--- config.mk ---
export PLATFORM = sky130hd
export DESIGN_NAME = maxpool_c1
export DESIGN_NICKNAME = d
export VERILOG_FILES = /design/src/rtl/maxpool_c1_pkg.sv /design/src/rtl/maxpool_c1_max2_signed.sv /design/src/rtl/maxpool_c1.sv
export SDC_FILE = /design/constraint.sdc
export NUM_CORES = 2
export LEC_CHECK = 0
export ABC_CLOCK_PERIOD_IN_PS = 82100
export BUFFER_PORTS_ARGS = -buffer_cell sky130_fd_sc_hd__buf_2
export CELL_PAD_IN_SITES_DETAIL_PLACEMENT = 1
export CELL_PAD_IN_SITES_GLOBAL_PLACEMENT = 1
export CORE_AREA = 2 2 526 528
export CTS_CLUSTER_SIZE = 16
export DETAILED_ROUTE_END_ITERATION = 12
export DIE_AREA = 0 0 528 530
export PLACE_DENSITY = 0.92
export SYNTH_ARGS = -nofsm -noshare
export SYNTH_HDL_FRONTEND = slang
export SYNTH_SLANG_ARGS = --single-unit
--- constraint.sdc ---
create_clock -name clk -period 82.1 [get_ports clk]
set_clock_uncertainty 0.05 [all_clocks]
set_input_delay 16.42 -clock clk [delete_from_list [all_inputs] [get_ports clk]]
set_output_delay 16.42 -clock clk [all_outputs]
set_load 0.02 [all_outputs]
--- src/rtl/maxpool_c1_pkg.sv ---
// Shared constants and helpers for the 2x2 stride-2 channel-parallel max-pool stage.
package maxpool_c1_pkg;

  localparam int LANE_W = 16;

  function automatic int clog2(input int v);
    int r;
    r = 0;
    while ((1 << r) < v) begin
      r = r + 1;
    end
    return r;
  endfunction

  function automatic int lane_base(input int lane, input int width);
    return lane * width;
  endfunction

endpackage

--- src/rtl/maxpool_c1_max2_signed.sv ---
// Combinational two-input signed maximum for one lane; ties return operand a.
module max2_signed #(
  parameter int W = 16
) (
  input  logic [W-1:0] a_i,
  input  logic [W-1:0] b_i,
  output logic [W-1:0] y_o
);

  assign y_o = ($signed(a_i) >= $signed(b_i)) ? a_i : b_i;

endmodule

--- src/rtl/maxpool_c1.sv ---
// 2x2 stride-2 max pooling over a raster-streamed INPUT_SIZE x INPUT_SIZE map of CHANNEL
// signed lanes: top-row pairs are folded into a half-width row buffer, bottom rows finish the window.
module maxpool_c1
  import maxpool_c1_pkg::*;
#(
  parameter int N          = LANE_W,
  parameter int INPUT_SIZE = 6,
  parameter int CHANNEL    = 32
) (
  input  logic                 clk,
  input  logic                 rst_n,
  input  logic                 din_vld,
  input  logic [CHANNEL*N-1:0] din,
  output logic [CHANNEL*N-1:0] dout,
  output logic                 dout_vld,
  output logic                 dout_end
);

  localparam int CW   = (clog2(INPUT_SIZE) < 1) ? 1 : clog2(INPUT_SIZE);
  localparam int BUFD = INPUT_SIZE / 2;
  localparam int BW   = (clog2(BUFD) < 1) ? 1 : clog2(BUFD);
  localparam int VW   = CHANNEL * N;

  logic [CW-1:0] col_q, col_d;
  logic [CW-1:0] row_q, row_d;
  logic [VW-1:0] hold_q, hold_d;
  logic [VW-1:0] dout_q, dout_d;
  logic          vld_q, vld_d;
  logic          end_q, end_d;
  logic [VW-1:0] rowbuf_q [BUFD];

  logic [BW-1:0] bidx_s;
  logic [VW-1:0] rb_rd_s;
  logic [VW-1:0] max_top_s;
  logic [VW-1:0] max_bot_s;
  logic          col_last_s;
  logic          row_last_s;
  logic          wr_s;

  assign bidx_s     = BW'(col_q >> 1);
  assign rb_rd_s    = rowbuf_q[bidx_s];
  assign col_last_s = (col_q == CW'(INPUT_SIZE - 1));
  assign row_last_s = (row_q == CW'(INPUT_SIZE - 1));

  // u_top folds the held pixel with din; u_bot folds the buffered top-row max with din.
  for (genvar i = 0; i < CHANNEL; i++) begin : g_lane
    localparam int B = lane_base(i, N);

    max2_signed #(.W(N)) u_top (
      .a_i (hold_q[B +: N]),
      .b_i (din[B +: N]),
      .y_o (max_top_s[B +: N])
    );

    max2_signed #(.W(N)) u_bot (
      .a_i (rb_rd_s[B +: N]),
      .b_i (din[B +: N]),
      .y_o (max_bot_s[B +: N])
    );
  end

  // Next-state: position counters, window datapath and frame-end flag.
  always_comb begin
    col_d  = col_q;
    row_d  = row_q;
    hold_d = hold_q;
    dout_d = dout_q;
    vld_d  = 1'b0;
    end_d  = end_q;
    wr_s   = 1'b0;
    if (din_vld) begin
      end_d = 1'b0;
      if (col_last_s) begin
        col_d = '0;
        if (row_last_s) begin
          row_d = '0;
        end else begin
          row_d = row_q + CW'(1);
        end
      end else begin
        col_d = col_q + CW'(1);
      end
      case ({row_q[0], col_q[0]})
        2'b00:   hold_d = din;
        2'b01:   wr_s = 1'b1;
        2'b10:   hold_d = max_bot_s;
        2'b11: begin
          dout_d = max_top_s;
          vld_d  = 1'b1;
          // Final window of the frame sets the flag even though a pixel was accepted.
          if (row_last_s && col_last_s) begin
            end_d = 1'b1;
          end else begin
            end_d = 1'b0;
          end
        end
        default: hold_d = hold_q;
      endcase
    end else begin
      vld_d = 1'b0;
    end
  end

  // Control and output registers with asynchronous active-high reset.
  always_ff @(posedge clk or posedge rst_n) begin
    if (rst_n) begin
      col_q  <= '0;
      row_q  <= '0;
      hold_q <= '0;
      dout_q <= '0;
      vld_q  <= 1'b0;
      end_q  <= 1'b1;
    end else begin
      col_q  <= col_d;
      row_q  <= row_d;
      hold_q <= hold_d;
      dout_q <= dout_d;
      vld_q  <= vld_d;
      end_q  <= end_d;
    end
  end

  // Row buffer of top-row pair maxima; contents are don't-care after reset.
  always_ff @(posedge clk) begin
    if (wr_s) begin
      rowbuf_q[bidx_s] <= max_top_s;
    end
  end

  assign dout     = dout_q;
  assign dout_vld = vld_q;
  assign dout_end = end_q;

endmodule

==> impl_metrics.csv <==
group,metric,value,unit
synth,synth_edf_count,1536,
placed_design,port-buffer-count,1028,
sta,worst_pin_slew,1.850,ns
cts,cts_tree,"yes",
critical_path,cp.required,82.80,ns
critical_path,path_cells,"buf_2 > nand3_4 > inv_8 > buf_4 > buf_4 > nand3_1 > mux2i_1 > a221o_1",
route,ant_nets,0,
sta,hold_viol_final,0,
power_and_ir_drop,irDropWorstVdd,0.00003605,V
cts,ctsResizeCount,0,
critical_path,critical_path.max_fanout,94,
route,viasPerCell,6.988,
synth,synth_common_cells,"edfxtp_1 (1536), nand2_1 (1159), dfrtp_1 (1031), ha_1 (1024), mux2_2 (1000)",
synth,synth_area_leaders,"edfxtp_1 (34%), dfrtp_1 (19%), ha_1 (9.4%), mux2_2 (8.3%), mux2i_1 (5.6%)",
route,routedWlPerCell,34.62,um
grt,grt_pass1_wl,805.9,mm
critical_path,critical_path_class,"primary input to flip-flop",
grt,antenna_found_initial,158,
power_and_ir_drop,p_leak,65.89,nW
layout,syn_to_final_growth,13.98,%
route,initialDrtViolationCount,15020,
floorplan,die_x,528,um
synth,ys_ff_latch,2568,
cts,worstSkewPairLatency,0.92,ns
synth,avgSynthCellArea,11.79,um^2
synth,yosysMostFrequentCell,"edfxtp_1",
critical_path,cp_common_cell,"buf_4",
synth,ys.flop_type,"edfxtp_1",
grt,grt_overflow,0,
route,num_vias,115000,
sta,final.period_utilization,26.17,%
cts,cts_root_buf,"clkbuf_16",
sta,setup_violations,0,
synth,syn_area,136500,um^2
synth,synth_fp_nets,13120,
route,drt_wl_total,569.6,mm
layout,drive_above_1_share,21.46,%
critical_path,cpPeakStageDelay,1.43,ns
critical_path,critical-path-slowest-cell,"mux2i_1",
floorplan,design.die.area,279800,um^2
job,maxCapViolations,1,
critical_path,cp-start-kind,"primary input",
floorplan,die_height,530,um
grt,grt_pass1_vias,122200,
synth,synth_top_area_cell,"edfxtp_1",
layout,fin_nets,14010,
critical_path,arrival,22.18,ns
cts,clk_pin_slew,0.07,ns
critical_path,endpoint_kind,"flip-flop",
synth,synth_top_area_share,33.80,%
sta,min_period,21.48,ns
route,drtPass1Iterations,6,
cts,cts_buffer_depth,4,
layout,fin_cells,16450,
synth,yosysSeqAreaShare,52.72,%
sta,max_slew_margin,-26.86,%
sta,max_freq,46.55,MHz
sta,fin_setup_tns,0,ns
placed_design,dp_hpwl,322.6,mm
route,drc,0,
floorplan,ios,1029,
synth,synthCells,11580,
cts,htreeDepth,5,
grt,gr-usage-all-layers,37.85,%
grt,grt_max_degree,187,
cts,cts.sinks,2568,
critical_path,crit_buf_inv,4,
outcome,violations,"capacitance limit, slew limit",
cts,cts_hold_buf,0,
worst_hold_path,hp-class,"flip-flop to flip-flop",
cts,cts_setup_buffers,0,
sta,finalMaxSlewViolations,2,
synth,synth_warnings,0,
outcome,status,"finished, violations left",
placed_design,dp_cells,15780,
floorplan,num_rows,193,
power_and_ir_drop,power_density,44.19,nW/um^2
synth,async_reset_ff_share,40.19,%
cts,cts_made_buffers,288,
floorplan,core_area,274800,um^2
placed_design,gp_congestion,0.9104,
critical_path,path_delay_family,"buffers and inverters",
floorplan,start_util,49.66,%
sta,rsz0062_at_grt,"false",
synth,yosysUniqueCellTypes,74,
[cells by family after synthesis]
logic type	Yosys count	synth area share, %
AOI/OAI and AO/OA	2313	11.51
xor gates and xnor gates	2	0.01284
adders and majority gates	1024	9.389
buffers and inverters	1407	3.964
DFF	2568	52.72
muxes	1801	14.26
and+or+nand+nor	2462	8.142
[area by class of cell]
type                    instances  area, um^2
clock inverters               125        1695
clock buffers                 404        8100
multi-input cells            7602       59350
diodes                        141       352.8
repair buffers               1182        6464
fillers                     27970      119300
flip-flops and latches       2568       71960
inverters                     825        3112
well taps                    3607        4513
[through the flow]
| stage | cell area (um^2) | total power [mW] | setup WS (ns) | util (%) | hold slack [ns] |
|---|---|---|---|---|---|
| finish | 155500 | 6.874 | 60.62 | 56.60 | 0.4524 |
| global route | 155400 | 7.049 | 60.85 | 56.55 | 0.4665 |
| floorplan | 136500 | 4.185 | 10.49 | - | 0.3912 |
| global placement | 145400 | 4.805 | 60.80 | 52.91 | 0.4114 |
| detailed placement | 145400 | 5.066 | 60.57 | 52.91 | 0.4399 |
| CTS | 155200 | 6.660 | 61.27 | 56.47 | 0.4547 |
[worst register-to-register path, stage by stage, from the launching register on]
cell and delay (ns):
dfrtp_4 0.84, buf_4 0.83, buf_12 0.61, buf_4 1.03, buf_4 0.84, nand2_1 0.26, o21a_1 0.19, inv_1 0.08
ha_1 0.27, a21o_1 0.18, a21oi_1 0.24, o221ai_1 0.16, a211oi_1 0.52, mux2i_2 1.09, nand2_1 0.17, o211ai_1 0.20
[power by group]
part / total (mW) / switching [mW] / internal, mW
Clock: 1.41 / 0.610 / 0.800
Sequential: 2.28 / 0.376 / 1.90
Combinational: 3.18 / 2.03 / 1.16
[final timing paths]
path	from	to	slack, ns	depth (start not counted)
worst max-delay path	din_vld	dout[460]	60.62	8
worst min-delay path	dout[237]	dout[237]	0.45	1
worst max register to register	col_q[2]	hold_q[323]	74.43	15
worst min register to register	dout[237]	dout[237]	0.45	1
max in group asynchronous	rst_n	dout[261]	62.51	6
min in group asynchronous	rst_n	dout[147]	15.54	2
[cells in the final DEF (no fill, tap or decap), types with 31 or more instances in the layout]
cell / count
a21o_1: 177
nor2_1: 356
nor3_1: 82
nand3_1: 398
nor2b_1: 139
dfrtp_1: 1029
clkbuf_16: 294
clkinv_2: 40
mux2_2: 1000
o21a_1: 253
a21oi_1: 482
mux2i_1: 747
nand2_1: 1158
buf_4: 141
clkbuf_8: 33
a211oi_1: 35
diode_2: 141
nand4_1: 186
a221o_1: 273
inv_1: 823
bufinv_16: 33
a2bb2oi_1: 33
o221ai_1: 31
ha_1: 1024
o22ai_1: 71
o21ai_0: 532
edfxtp_1: 1536
o211ai_1: 217
buf_2: 1028
mux2_4: 31
clkbuf_1: 77
[sequential cells by signal, summed over array words and instances, names as in the netlist]
| name | cells |
|---|---|
| col_q | 3 |
| dout | 512 |
| dout_end | 1 |
| dout_vld | 1 |
| hold_q | 512 |
| row_q | 3 |
| rowbuf_q | 1536 |
[per-layer routing]
layer  track usage (%)  wire length [um]  part of all wire [%]
met1             42.08            187200                    33
met2             60.73            259700                    46
met3             11.46             67260                    12
met4             29.53             54900                   9.6
met5            0.2222               625                  0.11
Note: power is estimated with default switching activity, not from simulation.
